`src/rtl/lcd_char_ctrl.sv`:
```
// HD44780-style character LCD write controller: power-up wait, init sequence,
// byte/nibble strobing with per-command settle waits and automatic line wrap.
module lcd_char_ctrl #(
    parameter int unsigned BUS4           = 0,
    parameter int unsigned COLS           = 16,
    parameter int unsigned LINES          = 2,
    parameter int unsigned EN_HIGH_CYC    = 12,
    parameter int unsigned CMD_WAIT_CYC   = 2000,
    parameter int unsigned CLEAR_WAIT_CYC = 82000,
    parameter int unsigned POWERUP_CYC    = 750000
) (
    input  logic       clk,
    input  logic       rst_n,
    input  logic [7:0] in_data,
    input  logic       in_rs,
    input  logic       in_valid,
    output logic       in_ready,
    output logic       init_done,
    output logic       lcd_rs,
    output logic       lcd_rw,
    output logic       lcd_en,
    output logic [7:0] lcd_data,
    output logic [3:0] debug
);

    localparam int unsigned MAX_AB  = (EN_HIGH_CYC > CMD_WAIT_CYC) ? EN_HIGH_CYC : CMD_WAIT_CYC;
    localparam int unsigned MAX_CD  = (CLEAR_WAIT_CYC > POWERUP_CYC) ? CLEAR_WAIT_CYC : POWERUP_CYC;
    localparam int unsigned MAX_CYC = (MAX_AB > MAX_CD) ? MAX_AB : MAX_CD;
    localparam int unsigned CW      = (MAX_CYC > 2) ? $clog2(MAX_CYC) : 1;
    localparam int unsigned N_INIT  = (BUS4 != 0) ? 6 : 5;
    localparam logic [7:0]  FSET    = (BUS4 != 0) ? 8'h28 : 8'h38;

    typedef enum logic [3:0] {
        S_PWRUP  = 4'd0,
        S_INIT   = 4'd1,
        S_IDLE   = 4'd2,
        S_SETUP  = 4'd3,
        S_STROBE = 4'd4,
        S_GAP    = 4'd5,
        S_WAIT   = 4'd6,
        S_WRAP   = 4'd7
    } state_t;

    state_t        state, state_d;
    logic [CW-1:0] cnt, cnt_d;
    logic [2:0]    init_idx, init_idx_d;
    logic [7:0]    cur_byte, cur_byte_d;
    logic          cur_rs, cur_rs_d;
    logic          single, single_d;
    logic          lo_phase, lo_phase_d;
    logic          line, line_d;
    logic [5:0]    col, col_d;
    logic          init_done_d, ready_d, en_d, rs_d;
    logic [7:0]    data_d;
    logic [31:0]   limit;
    logic          cnt_last;
    logic          is_clear;

    // Index 0 of the 4-bit sequence is the lone 0x2 nibble that switches the bus width
    function automatic logic [7:0] init_byte(input logic [2:0] idx);
        logic [2:0] k;
        k = (BUS4 != 0) ? idx - 3'd1 : idx;
        if (BUS4 != 0 && idx == 3'd0) return 8'h20;
        case (k)
            3'd0:    return FSET;
            3'd1:    return 8'h0E;
            3'd2:    return 8'h01;
            3'd3:    return 8'h06;
            default: return 8'h80;
        endcase
    endfunction

    function automatic logic [7:0] hi_bus(input logic [7:0] b);
        return (BUS4 != 0) ? {b[7:4], 4'h0} : b;
    endfunction

    function automatic logic [7:0] lo_bus(input logic [7:0] b);
        return {b[3:0], 4'h0};
    endfunction

    assign lcd_rw   = 1'b0;
    assign debug    = state;
    assign is_clear = !cur_rs && (cur_byte == 8'h01 || cur_byte == 8'h02);

    always_comb begin
        case (state)
            S_PWRUP:         limit = POWERUP_CYC;
            S_STROBE, S_GAP: limit = EN_HIGH_CYC;
            S_WAIT:          limit = is_clear ? CLEAR_WAIT_CYC : CMD_WAIT_CYC;
            default:         limit = 32'd1;
        endcase
    end

    assign cnt_last = (32'(cnt) + 32'd1 >= limit);

    // Next state plus next values of the registered pin/handshake outputs
    always_comb begin
        state_d     = state;
        cnt_d       = '0;
        init_idx_d  = init_idx;
        cur_byte_d  = cur_byte;
        cur_rs_d    = cur_rs;
        single_d    = single;
        lo_phase_d  = lo_phase;
        line_d      = line;
        col_d       = col;
        init_done_d = init_done;
        ready_d     = 1'b0;
        en_d        = 1'b0;
        rs_d        = lcd_rs;
        data_d      = lcd_data;
        case (state)
            S_PWRUP: begin
                if (cnt_last) state_d = S_INIT;
                else          cnt_d   = cnt + CW'(1);
            end
            S_INIT: begin
                if (init_idx == 3'(N_INIT)) begin
                    state_d     = S_IDLE;
                    init_done_d = 1'b1;
                    ready_d     = 1'b1;
                    line_d      = 1'b0;
                    col_d       = 6'd0;
                end else begin
                    state_d    = S_SETUP;
                    cur_byte_d = init_byte(init_idx);
                    cur_rs_d   = 1'b0;
                    single_d   = (BUS4 != 0) && (init_idx == 3'd0);
                    lo_phase_d = 1'b0;
                    init_idx_d = init_idx + 3'd1;
                    rs_d       = 1'b0;
                    data_d     = hi_bus(init_byte(init_idx));
                end
            end
            S_IDLE: begin
                if (in_valid && in_ready) begin
                    state_d    = S_SETUP;
                    cur_byte_d = in_data;
                    cur_rs_d   = in_rs;
                    single_d   = 1'b0;
                    lo_phase_d = 1'b0;
                    rs_d       = in_rs;
                    data_d     = hi_bus(in_data);
                end else begin
                    ready_d = init_done;
                end
            end
            S_SETUP: begin
                state_d = S_STROBE;
                en_d    = 1'b1;
            end
            S_STROBE: begin
                if (cnt_last) begin
                    state_d = (BUS4 != 0 && !single && !lo_phase) ? S_GAP : S_WAIT;
                end else begin
                    cnt_d = cnt + CW'(1);
                    en_d  = 1'b1;
                end
            end
            S_GAP: begin
                // Upper nibble stays on the pins for the first gap cycle (hold time)
                data_d = lo_bus(cur_byte);
                if (cnt_last) begin
                    state_d    = S_STROBE;
                    en_d       = 1'b1;
                    lo_phase_d = 1'b1;
                end else begin
                    cnt_d = cnt + CW'(1);
                end
            end
            S_WAIT: begin
                if (cnt_last) begin
                    if (cur_rs) begin
                        col_d = col + 6'd1;
                    end else if (is_clear) begin
                        line_d = 1'b0;
                        col_d  = 6'd0;
                    end else if (cur_byte[7]) begin
                        line_d = (LINES > 1) ? cur_byte[6] : 1'b0;
                        col_d  = cur_byte[5:0];
                    end
                    if (!init_done) begin
                        state_d = S_INIT;
                    end else if (cur_rs && (32'(col) + 32'd1 >= COLS)) begin
                        state_d = S_WRAP;
                    end else begin
                        state_d = S_IDLE;
                        ready_d = 1'b1;
                    end
                end else begin
                    cnt_d = cnt + CW'(1);
                end
            end
            S_WRAP: begin
                // Cursor itself is updated when the issued set-DDRAM command finishes
                state_d    = S_SETUP;
                cur_byte_d = ((LINES > 1) && !line) ? 8'hC0 : 8'h80;
                cur_rs_d   = 1'b0;
                single_d   = 1'b0;
                lo_phase_d = 1'b0;
                rs_d       = 1'b0;
                data_d     = hi_bus(((LINES > 1) && !line) ? 8'hC0 : 8'h80);
            end
            default: state_d = S_PWRUP;
        endcase
    end

    always_ff @(posedge clk or negedge rst_n) begin
        if (!rst_n) begin
            state     <= S_PWRUP;
            cnt       <= '0;
            init_idx  <= 3'd0;
            cur_byte  <= 8'h00;
            cur_rs    <= 1'b0;
            single    <= 1'b0;
            lo_phase  <= 1'b0;
            line      <= 1'b0;
            col       <= 6'd0;
            init_done <= 1'b0;
            in_ready  <= 1'b0;
            lcd_en    <= 1'b0;
            lcd_rs    <= 1'b0;
            lcd_data  <= 8'h00;
        end else begin
            state     <= state_d;
            cnt       <= cnt_d;
            init_idx  <= init_idx_d;
            cur_byte  <= cur_byte_d;
            cur_rs    <= cur_rs_d;
            single    <= single_d;
            lo_phase  <= lo_phase_d;
            line      <= line_d;
            col       <= col_d;
            init_done <= init_done_d;
            in_ready  <= ready_d;
            lcd_en    <= en_d;
            lcd_rs    <= rs_d;
            lcd_data  <= data_d;
        end
    end

endmodule

```
`config.mk`:
```
export PLATFORM = sky130hd
export DESIGN_NAME = lcd_char_ctrl
export DESIGN_NICKNAME = d
export VERILOG_FILES = /design/src/rtl/lcd_char_ctrl.sv
export SDC_FILE = /design/constraint.sdc
export NUM_CORES = 1
export LEC_CHECK = 0
export ABC_CLOCK_PERIOD_IN_PS = 4300
export BUFFER_PORTS_ARGS = -buffer_cell sky130_fd_sc_hd__buf_4
export CORE_ASPECT_RATIO = 0.75
export CORE_MARGIN = 2
export CORE_UTILIZATION = 55
export DETAILED_ROUTE_END_ITERATION = 7
export HOLD_SLACK_MARGIN = 0.02
export PLACE_DENSITY = 0.74
export SYNTH_ARGS = -nofsm -noshare
export SYNTH_HDL_FRONTEND = slang
export SYNTH_SLANG_ARGS = --single-unit
```
`constraint.sdc`:
```
create_clock -name clk -period 4.3 [get_ports clk]
set_input_delay 0.215 -clock clk [delete_from_list [all_inputs] [get_ports clk]]
set_output_delay 0.215 -clock clk [all_outputs]
set_load 0.005 [all_outputs]
```
==> results.txt, run 1 <==
- Setup slack on the worst reg-to-reg path comes out at 0.46 ns.
- Crit Path Class: reg2reg
* Simple-gate share of the synthesized area: 0.216
* Peak supply drop: about 170 uV
* Routed length per instance: 16.5 um
* Post-synthesis sequential element count: 53
- For this design, the sink count on the clock tree is 53.
* Post-synthesis xor/xnor area fraction: 0.0546
- Starting density of the core: 0.576
* Share of total power in sequential cells: 0.624
* Top FF cell, synth: dfrtp_1
* Grt total ovfl: 0
- Final RePlAce weighted congestion: 0.883
- Across every metal layer, demand over resource in global routing totals 0.248.
- Clock period minus worst slack: ~3.8 ns
* Switch Pwr: about 0.18 mW
- Buffers placed on the I/O ports in this run total 26.
* P_int: a little over 0.6 mW
- Detailed routing inserted a total of ~2.8k vias.
* Initial DRC Count: around 240
* Mean Syn Cell Area: 9.06 um2
- Netlist Area Pre-Place: about 3400 um2
- Unrepaired setup endpoints after global routing: false
- Area enclosed by the die boundary: 6780 um2
* Combinational cell fraction of total power: 0.024
- The share of synthesized area in the top cell type comes to 0.393.
* Area growth syn-to-layout: 10.4%
- The most critical setup path has its endpoint at col[1].
- The first detailed-routing pass took 4 iterations.
- The tightest min-delay check is of the in2reg type.
- At the later pin of the worst-skew pair, clock insertion delay measures 0.31 ns.
- STA classifies the critical path endpoint as a register.
- DRC Markers: 0
- Number of max-cap violations: 0
* Number of antenna violations at the first check in global routing: 0
- In the finished design, the share of the clock period the worst path needs comes to 0.893.
- Once layout is complete, the utilization of the core stands at 0.635.
* Leakage power of the design: 1.88 nW
- Final net count: between 400 and 500
- STA classifies the critical path startpoint as a register.
* Warning count from the yosys run: 0
* Ranking of synthesized cells by area: dfrtp_1, ha_1, a21oi_1
* Worst slew slack as a fraction of its limit: 0.493
- The tree is rooted in a clkbuf_8.
* Most common library cell in the layout ignoring fill and taps: dfrtp_1
* Global-route wire length before repair: about 13000 um
- Summed over all instances, the cell type with the most area after synthesis is dfrtp_1.
- Top library cells by usage in the layout, fill and taps aside: dfrtp_1, buf_4, nor2_1
- Clock transition at the registers of the reported paths: ~0.1 ns
- For this design the ratio of total power to cell area is 215 nW/um2.
- Highest attainable clock frequency: roughly 0.26 GHz
- Of all flip-flops after synthesis, the portion carrying an async set or reset was 1.00.
* Adder and majority cell fraction of the synthesized area: 0.0891
- The wire-length estimate of the detail-placed layout is 5820 um.
- Main combinational cell family by area after synthesis: simple AND/OR/NAND/NOR gates
- The worst register-to-register path begins at cnt[0].
* Startpoint of the most critical setup path: cnt[0]
* Switching share of total power: 0.225
* DRT Wirelength: between 7000 and 8000 um
- Post-synthesis cell type count: between 60 and 70
* Cells on worst reg2reg path: 16
- Worst Path Max Fanout: 26
- Of the cells placed in the final design, the portion with a size suffix greater than 1 is 0.135.
- At the pin with the least slew margin, the transition time is 0.761 ns.
* Number of global-route vias before repair: 2639
- Entering global routing, the biggest net connects 54 pins.
- Measured against the total synthesized area, the mux share comes to 0.00928.
* End of the worst register-to-register path: col[1]
* Post-synth EDFFs: 0
- 29 I/O pins were placed.
- Max-slew violation count: 0
- The flow ran to the end, and the final reports show no timing, DRC or antenna violations.
- Final-report hold violation count: 0
- In this run the remaining antenna-violating nets after routing total 0.
- STA puts the critical path data required time at between 4 and 5 ns.
- Clock Power Share: 0.353
* Post-synthesis compound-gate area fraction: 0.187
- In the routed layout, each cell is associated on average with a via count of a little under 6.
- The die is 94.4 um wide.
* Skew final: about 0.019 ns
- The floorplan step set the die height to around 70 um.
* Clock tree from TritonCTS: yes
- # diodes: 0
- The H-tree generated during clock tree synthesis spans 2 levels.
- The completed layout was analyzed and its total power is about 0.8 mW.
* Total Neg Setup Slack: 0 ns
* Instance count of the mapped netlist: around 370
* Number of buffers between clock root and the deepest sink: 2
* Proportion of synthesized chip area in sequential cells: 0.393
- Critical path data arrival time: 4.00 ns
- After floorplanning, the core was divided into 24 placement rows.
- After floorplanning, the core was sized to cover between 5000 and 6000 um2.
* Clock buffers created by TritonCTS: 5
- Setup violations remaining at the end of the flow were counted as 0.
==> per-layer routing <==
layer  wire length (um)  up-vias  global-route usage
met2               3240       85               0.346
li1                   -     1389                   -
met3                442        6              0.0410
met4                 55        0              0.0564
met1               4130     1346               0.401
met5                  0        -                   0
==> what timing repair did <==
item | 4_1_cts | 5_1_grt
resized for setup | 0 | 0
hold buffers | 1 | 0
setup buffers | 0 | 0
hold endpoints to repair | 53 | 0
==> through the flow <==
| step | instance area [um2] | setup WS [ns] | hold WS, ns | instances |
|---|---|---|---|---|
| global route | 3720 | 0.107 | 0.181 | 477 |
| floorplan | 3370 | 1.04 | -0.0806 | 373 |
| CTS | 3720 | 0.472 | 0.146 | 477 |
| global placement | 3630 | 0.678 | 0.294 | 468 |
| detailed placement | 3630 | 0.504 | 0.308 | 468 |
| finish | 3720 | 0.459 | 0.146 | 477 |
==> state kept, by name, summed over array words and instances, names as in the netlist <==
register and cells:
col 6, line 1, in_ready 1, lcd_en 1, debug 3, lcd_data 8, cur_byte 8, init_idx 3
cur_rs 1, cnt 20, init_done 1
==> power groups by stage <==
stage | logic [mW] | clock network (mW) | registers (mW)
2_1_floorplan | 0.00211 | 0 | 0.508
3_3_place_gp | 0.0186 | 0 | 0.508
3_5_place_dp | 0.0191 | 0 | 0.508
4_1_cts | 0.0199 | 0.285 | 0.498
5_1_grt | 0.0219 | 0.312 | 0.498
6_report | 0.0188 | 0.282 | 0.498
==> critical path, cell delays in order, from the launching register on <==
cell,delay (ns)
dfrtp_1,0.43
ha_1,0.25
nand3_1,0.09
nor2_1,0.13
buf_4,0.16
and4_1,0.27
nor2b_1,0.17
xor2_1,0.10
ha_1,0.30
nand3_1,0.11
or2_2,0.32
nor4_1,0.28
nor4_1,0.10
a21oi_2,0.25
nor2_4,0.17
a21boi_0,0.40
o32ai_1,0.16
==> area by class of cell <==
type / instances / area [um2]
repair buffers: 34 / 258
flip-flops and latches: 53 / 1330
multi-input cells: 285 / 1880
well taps: 78 / 97.6
clock buffers: 6 / 72.6
clock inverters: 2 / 10.0
fillers: 519 / 2140
inverters: 19 / 71.3
==> worst min-delay path by stage <==
| stage | startpoint | endpoint | slack, ns | cells past startpoint |
|---|---|---|---|---|
| CTS | in_rs | cur_rs | 0.15 | 3 |
| global route | in_rs | cur_rs | 0.18 | 3 |
| global placement | rst_n | lcd_data[1] | 0.29 | 1 |
| floorplan | rst_n | cnt[0] | -0.08 | 0 |
| detailed placement | rst_n | lcd_data[1] | 0.31 | 1 |
| finish | in_rs | cur_rs | 0.15 | 3 |
==> cells in the mapped netlist (2+ instances only) <==
master and number:
a21oi_1 27, inv_1 19, xor2_1 10, dfrtp_1 53, o32ai_1 5, nor2b_1 5, and3_1 20, a221oi_1 3
nand2b_1 5, nand3b_1 2, or2_2 4, nand3_1 9, a31oi_1 6, mux2i_1 2, o31ai_1 3, and4_1 3
nand4_1 6, o211ai_1 2, nor2_1 32, clkbuf_1 7, and2_1 2, nor4_1 6, a21o_1 11, nand2_1 31
o21ai_0 18, o21a_1 2, buf_4 3, nor3_1 4, a22oi_1 2, o221ai_1 2, clkbuf_2 2, o22ai_1 3
xnor2_1 11, ha_1 24
==> kinds of logic (layout without fill, tap and decap cells) <==
group | Yosys count | in the layout
compound gates | 97 | 97
fa+ha+maj | 24 | 24
simple gates | 138 | 138
flops | 53 | 53
xor+xnor | 21 | 21
mux | 3 | 3
buf+inv | 35 | 61
other cells | 1 | 2
Note: power is estimated with default switching activity, not from simulation.
==> inputs of run 2 (changes only) <==
--- a/config.mk
+++ b/config.mk
@@ -7,6 +7,6 @@
 export LEC_CHECK = 0
-export ABC_CLOCK_PERIOD_IN_PS = 4300
+export ABC_CLOCK_PERIOD_IN_PS = 3600
 export BUFFER_PORTS_ARGS = -buffer_cell sky130_fd_sc_hd__buf_4
 export CORE_ASPECT_RATIO = 0.75
-export CORE_MARGIN = 2
+export CORE_MARGIN = 1
 export CORE_UTILIZATION = 55
==> constraint.sdc (replaced) <==
create_clock -name clk -period 3.6 [get_ports clk]
set_input_delay 0.18 -clock clk [delete_from_list [all_inputs] [get_ports clk]]
set_output_delay 0.18 -clock clk [all_outputs]
set_load 0.05 [all_outputs]
==> run 2 against run 1 <==
Against the previous run:
- core utilization grew 4.1 points
- combinational power is 40% higher
- clock power rose by 68%
- sequential power is 19% higher
- via count increased by 2.7%
- die area shrank 4.8%
- global-route usage is 2.0 points higher
- first-iteration DRC count fell by 16%
- clock skew fell by 0.010 ns
- critical path type unchanged
==> results.txt, run 2 (synthesis results as in run 1) <==
- Required @ worst endpoint: between 3 and 4 ns
- Horizontal extent of the die: approximately 92 um
- Worst Path Max Fanout: 7
- Worst R2R Setup Slack: around 0.2 ns
- The register with the most flip-flops in the final layout is cnt.
- The final route contains approximately 2.9k vias.
- Flip-flop count of the largest register, all copies and words added: 20
- Leaving out fill and tap cells, the most frequent cell in the layout is dfrtp_1.
- Sum of net half-perimeters after detailed placement: 6080 um
- Launching point of the worst reg2reg path: cnt[1]
* Highest attainable clock frequency: 0.294 GHz
- Worst slew slack as a fraction of its limit: 0.327
* Deepest level of the CTS H-tree: 2
* Worst slew pin tran: around 1.0 ns
* Portion of the clock cycle consumed by the worst path in the final layout: 0.944
- The number of antenna diodes in the final layout is 0.
- Entering global routing, the biggest net connects 54 pins.
- The smallest clock period supported by the final layout is computed as roughly 3.4 ns.
- Starting density of the core: 0.576
* Routed length per instance: around 17 um
* Row Count: 24
- Skew final: 0.00822 ns
* Final net count: 444
- Worst-skew pair later-pin latency: roughly 0.31 ns
* CTS Root Cell: clkbuf_8
- In this run the cell area measured after placement is about 3700 um2.
* Max-slew violation count: 0
- Type of destination of the critical path: register
- Final RePlAce weighted congestion: 0.938
* Clock tree from TritonCTS: yes
- The initial antenna violation count was 0.
- The flow ran to the end, and the final reports show no timing, DRC or antenna violations.
- PwrDens: between 200 and 300 nW/um2
- The count of endpoints failing hold in the final timing report is 0.
- Biggest regs: cnt x20, cur_byte x8, lcd_data x8
- In the routed layout, each cell is associated on average with a via count of around 6.0.
- The count of cells in the finished layout, fillers not included, comes to roughly 490.
- The detailed router finished its first iteration with roughly 200 violations.
- For met3 alone, demand over resource in global routing was 0.0417.
- Final setup viols: 0
- Clock transition at the registers of the reported paths: ~0.1 ns
- VDD sags by at most 204 uV.
* DRT Wirelength: about 8200 um
* Overall Global Routing Usage: 0.269
* Ports: 29
- The area growth from synthesis to layout is 17.5%.
- Most Crowded Layer GR: met1
- Leakage power of the design: 1.97 nW
* Clock buffers created by TritonCTS: 5
- Number of placed instances, taps included: 474
- The finished cells cover between 3000 and 4000 um2.
- The clock passes through at most 2 buffers.
- ANT nets after route: 0
- CTS saw 53 sinks.
- DRC Markers: 0
* Critical path endpoint: line
* Number of max-cap violations: 0
* Grt total ovfl: 0
- Global-route wire length before repair: about 14000 um
* Number of global-route vias before repair: about 2.7k
- Hold is met by 0.110 ns.
- Cells on worst reg2reg path: 15
* Met2 usage: 0.351
- 1st-pass router iterations: 5
* Met1 demand-to-capacity share in global routing: 0.452
* Crit start category: register
- Startpoint of the most critical setup path: cnt[1]
* Core footprint: 5860 um2
* End of the worst register-to-register path: line
- Share of cells above drive strength 1: 0.193
- The layout has 466 filler cells.
* Crit Path Class: reg2reg
- Measured on the finished design, the core utilization comes to 0.676.
* Die height: between 60 and 70 um
- For the worst setup path, the data arrival time is 3.60 ns.
- In the layout the commonest cells are dfrtp_1, buf_4, nor2_1, nand2_1, a21oi_1.
- Worst hold path class: in2reg
* Area enclosed by the die boundary: around 6400 um2
- During placement, the flow inserted port buffers numbering 26.
==> run 2: cell count changes in the layout (fill, tap and decap cells not counted), moves of 2 or more <==
cell,delta
buf_4,+9
bufinv_16,+2
nor4_2,+2
nor4_1,-3
o32ai_1,-3
o32ai_2,+2
==> run 2: stage by stage <==
step	power, mW	TNS, ns	setup slack (ns)
2_1_floorplan	0.613	0	0.189
3_3_place_gp	0.633	0	0.112
3_5_place_dp	0.633	-0.185	-0.0546
4_1_cts	1.11	0	0.00849
5_1_grt	1.13	-0.0177	-0.00669
6_report	1.10	0	0.203
==> run 2: per-layer routing <==
| layer | vias up | wire length (um) |
|---|---|---|
| li1 | 1404 | - |
| met1 | 1387 | 4330 |
| met2 | 102 | 3250 |
| met3 | 10 | 527 |
| met4 | 0 | 78 |
| met5 | - | 0 |
==> run 2: repair_timing <==
item                       4_1_cts  5_1_grt
resized for setup                2       20
hold endpoints to repair        53        0
buffers inserted                 0        4
hold buffers                     1        0
setup endpoints to repair        6       27
pin swaps                        1        5
==> run 2: worst max-delay path, cell delays in order, from the launching register on <==
cell     delay [ns]
dfrtp_1        0.42
ha_4           0.17
nand3_1        0.08
nor2_2         0.19
and4_4         0.27
nor2b_2        0.15
xor2_1         0.09
ha_1           0.30
nand3_1        0.12
or2_4          0.28
nor4_4         0.28
nor4_2         0.08
a21oi_2        0.24
or2_4          0.21
nand2_4        0.10
o32ai_1        0.30
==> run 2: how the worst min path moves through the flow <==
| stage | start | cells past startpoint | end |
|---|---|---|---|
| finish | in_rs | 3 | cur_rs |
| global route | in_rs | 3 | cur_rs |
| CTS | in_rs | 3 | cur_rs |
| detailed placement | rst_n | 1 | cnt[6] |
| global placement | rst_n | 1 | cnt[2] |
| floorplan | rst_n | 0 | cnt[0] |
==> run 2: power breakdown <==
group	switching [mW]	internal (mW)	leakage, nW
clock	0.199	0.276	0.0681
sequential	0	0.595	0.721
combinational	0.0180	0.00844	1.18
total	0.217	0.879	1.97
==> run 2: final cells by class <==
type	instances	area (um2)	area share
sequential	53	1330	0.335
inverter	19	71.3	0.0180
multi-input combinational	285	1990	0.504
clock buffer	5	68.8	0.0174
tap	78	97.6	0.0246
timing repair buffer	44	337	0.0850
clock inverter	3	65.1	0.0164
==> inputs of run 3 (changes only) <==
Settings changed: ABC_AREA set to 1.
==> run 3 against run 2 <==
Against the previous run:
- final cell count rose by 15%
- worst setup slack improved by 0.15 ns
- design area fell by 2.9%
- synthesized area rose by 2.4%
- global-route usage fell by 0.72 points
- largest cell class unchanged
==> results.txt, run 3 <==
- The run finished with clean final reports.
- The detailed router finished its first iteration with 152 violations.
* Core footprint: roughly 5900 um2
- Area growth syn-to-layout: 11.5%
- Area taken by multi-input logic gates: 1820 um2
- After detailed routing, the average wire length per cell comes to 14.1 um.
- The worst hold path terminates at cur_rs.
* Clock buffers created by TritonCTS: 5
- Highest attainable clock frequency: 0.308 GHz
- Average via count per standard cell: about 5.4
* Biggest regs: cnt x20, cur_byte x8, lcd_data x8
* Unrepaired setup endpoints after global routing: false
* Flip-flop count of the largest register, all copies and words added: 20
- The synthesized design spends more area on one cell type than any other, namely dfrtp_1.
* Number of antenna violations at the first check in global routing: 0
- At the pin with the least slew margin, the transition time is around 0.84 ns.
* Clock period minus worst slack: approximately 3.2 ns
* Worst hold path cell count: 3
- The setup check on the worst reg-to-reg path leaves a slack of between 0.3 and 0.4 ns.
* Cells on worst reg2reg path: 20
* Number of max-cap violations: 0
* Number of global-route vias before repair: 2818
- TritonCTS built the clock tree.
* Post-synthesis sequential element count: between 50 and 60
- Max-slew violation count: 0
- By instance count, the leading cell after synthesis is nand2_1.
* Ranking of synthesized cells by area: dfrtp_1, nand2_1, ha_1
- Post-CTS timing repair inserted 0 buffers for setup.
- In the global route stage, overall resource usage came out at 0.262.
- Among all flip-flop cells after synthesis, the most frequent one is dfrtp_1.
- Once layout is done, the placed cells without fillers occupy between 3000 and 4000 um2.
* Total Neg Setup Slack: 0 ns
* Final setup viols: 0
- The initial utilization of the core area, before any placement, comes to 0.580.
- Final worst setup slack: about 0.36 ns
- Top library cells by usage in the layout, fill and taps aside: nand2_1, inv_1, nor2_1
- DRC Markers: 0
* Netlist Area Pre-Place: between 3000 and 4000 um2
- Across the whole layout, storage elements account for 1330 um2.
* Launching point of the worst reg2reg path: cnt[0]
* Area enclosed by the die boundary: 6600 um2
* Required @ worst endpoint: 3.80 ns
- Final net count: ~520
- DRT Wirelength: 7870 um
* Post-placement setup slack: about 0.4 ns
- Port buffer count: 26
* Proportion of synthesized chip area in sequential cells: 0.384
* Most common library cell in the layout ignoring fill and taps: nand2_1
* Top cells by instance count after synthesis: nand2_1, inv_1, nor2_1
- The floorplan has 24 rows.
- Pin count of the biggest net entering global routing: 54
- Ports: 29
- Startpoint of the lowest-slack hold path: in_rs
* Peak supply drop: 153 uV
* Placed cell areas: 3700 um2
- Worst slew slack as a fraction of its limit: 0.441
- For this run, asynchronously set or reset flops after synthesis account for 1.00.
- Horizontal extent of the die: between 90 and 100 um
* Non-filler cells, final: 560
- Data arrives at the worst endpoint at about 3.4 ns.
- Register with the highest flop count: cnt
* Area share of the largest cell type after synthesis: 0.384
- For this run, the number of Yosys warnings is 0.
* Post-synthesis cell type count: slightly above 40
* Global-route wire length before repair: 13400 um
* Instance count of the mapped netlist: approximately 450
- Portion of the clock cycle consumed by the worst path in the final layout: 0.901
- In this run the number of H-tree levels came out at 2.
- Mean Syn Cell Area: about 7.6 um2
- Sum of net half-perimeters after detailed placement: approximately 6000 um
- In this run, placement finished with an instance count of around 550.
- The critical path is of the reg2reg type.
- Vias after detailed routing: slightly above 3k
- In the final layout, the share of cells above drive strength 1 is 0.122.
- In this run the critical register-to-register path is captured at debug[1].
- The min-delay analysis places its worst path in the category in2reg.
- Clock-pin slew was measured on the worst setup and hold paths at ~0.1 ns.
- Final-report hold violation count: 0
- PwrDens: about 290 nW/um2
* Worst Path Max Fanout: 24
* Number of buffers between clock root and the deepest sink: 2
* # diodes: 0
- Fillers: about 520
- Leakage power of the design: between 2 and 2.5 nW
- Routability-driven placement finished with a final weighted congestion of between 0.8 and 0.9.
- The root buffer cell chosen for the clock tree is clkbuf_8.
* Die height: between 70 and 80 um
- Clock latency on the worst-skew pair, taken at its later pin, is 0.31 ns.
- Number of sinks driven by the clock tree: 53
- Grt total ovfl: 0
- Between clock sinks in the finished design, the worst skew comes to between 0.004 and 0.005 ns.
- ANT nets after route: 0
- Summing internal, switching and leakage power gives around 1.1 mW.
- Crit start category: register
- Type of destination of the critical path: register
* 1st-pass router iterations: 4
- The synthesized design contains 0 enable-type register cells.
-- run 3: changes by cell type after synthesis, sizes merged, moves of 5 or more --
| cell | before | now |
|---|---|---|
| and3 | 20 | 1 |
| nand4 | 7 | 12 |
| o21ai | 18 | 28 |
| nand2 | 32 | 106 |
| clkbuf | 10 | 2 |
| nor2b | 5 | 0 |
| a21oi | 28 | 19 |
| a21o | 12 | 0 |
| nand3 | 10 | 23 |
| nor2 | 33 | 65 |
| inv | 19 | 65 |
| nand2b | 5 | 0 |
| o32ai | 5 | 0 |
| xnor2 | 11 | 5 |
-- run 3: cells by family after synthesis --
kind of cell             Yosys count  synth area share
adder cells (fa/ha/maj)           24            0.0870
AND/OR/NAND/NOR                  218             0.285
flip-flops                        53             0.384
XOR/XNOR                          16            0.0406
AO/OA/AOI/OAI                     67             0.113
other                              1           0.00109
buffers and inverters             74            0.0881
-- run 3: metrics by stage --
stage | hold slack (ns) | utilization
CTS | 0.103 | 0.647
global route | 0.130 | 0.647
detailed placement | 0.271 | 0.623
floorplan | -0.116 | -
global placement | 0.261 | 0.623
finish | 0.0986 | 0.647
-- run 3: final cells by class --
| type | instances | share of cell area |
|---|---|---|
| Clock buffer | 5 | 0.0179 |
| Clock inverter | 3 | 0.0169 |
| Inverter | 65 | 0.0634 |
| Multi-Input combinational cell | 327 | 0.474 |
| Sequential cell | 53 | 0.345 |
| Tap cell | 78 | 0.0254 |
| Timing Repair Buffer | 29 | 0.0573 |
-- run 3: where the power goes --
part	leakage (nW)	switching [mW]	internal, mW
logic	1.31	0.0178	0.00817
clock network	0.0681	0.207	0.276
registers	0.653	0	0.595
-- run 3: how the worst max path moves through the flow --
stage / slack (ns) / cells after the start / end / start
final: 0.36 / 20 / debug[1] / cnt[0]
after detailed placement: 0.40 / 20 / debug[1] / cnt[0]
after CTS: 0.38 / 20 / debug[1] / cnt[0]
after floorplan: 0.70 / 18 / col[0] / debug[2]
after global routing: 0.02 / 20 / debug[1] / cnt[0]
after global placement: 0.57 / 20 / debug[1] / cnt[0]
-- run 3: worst max-delay path: stages (launching register included) --
cell and delay, ns:
dfrtp_1 0.41, ha_1 0.25, inv_1 0.07, nor2_1 0.18, nand3b_1 0.22, inv_1 0.10
nand2_1 0.05, o21ai_0 0.25, inv_1 0.08, ha_1 0.27, nand2_1 0.04, nor2_1 0.12
nand4_1 0.11, nor2_2 0.14, nand3_1 0.08, nand3_1 0.09, nand2_2 0.12, nand3_4 0.28
nand2_1 0.11, nand2_1 0.07, o21ai_1 0.06
-- run 3: metal layers --
layer / GRT usage / vias to the layer above / wire length (um) / part of all wire
li1: - / 1517 / - / -
met1: 0.414 / 1412 / 3990 / 0.51
met2: 0.370 / 98 / 3320 / 0.42
met3: 0.0452 / 7 / 494 / 0.063
met4: 0.0667 / 0 / 72 / 0.0091
met5: 0 / - / 0 / 0
-- run 3: repair_timing --
item | in CTS | in global routing
resized for setup | 0 | 0
endpoints found under the setup margin | 0 | 0
hold buffers | 1 | 0
endpoints found under the hold margin | 53 | 0
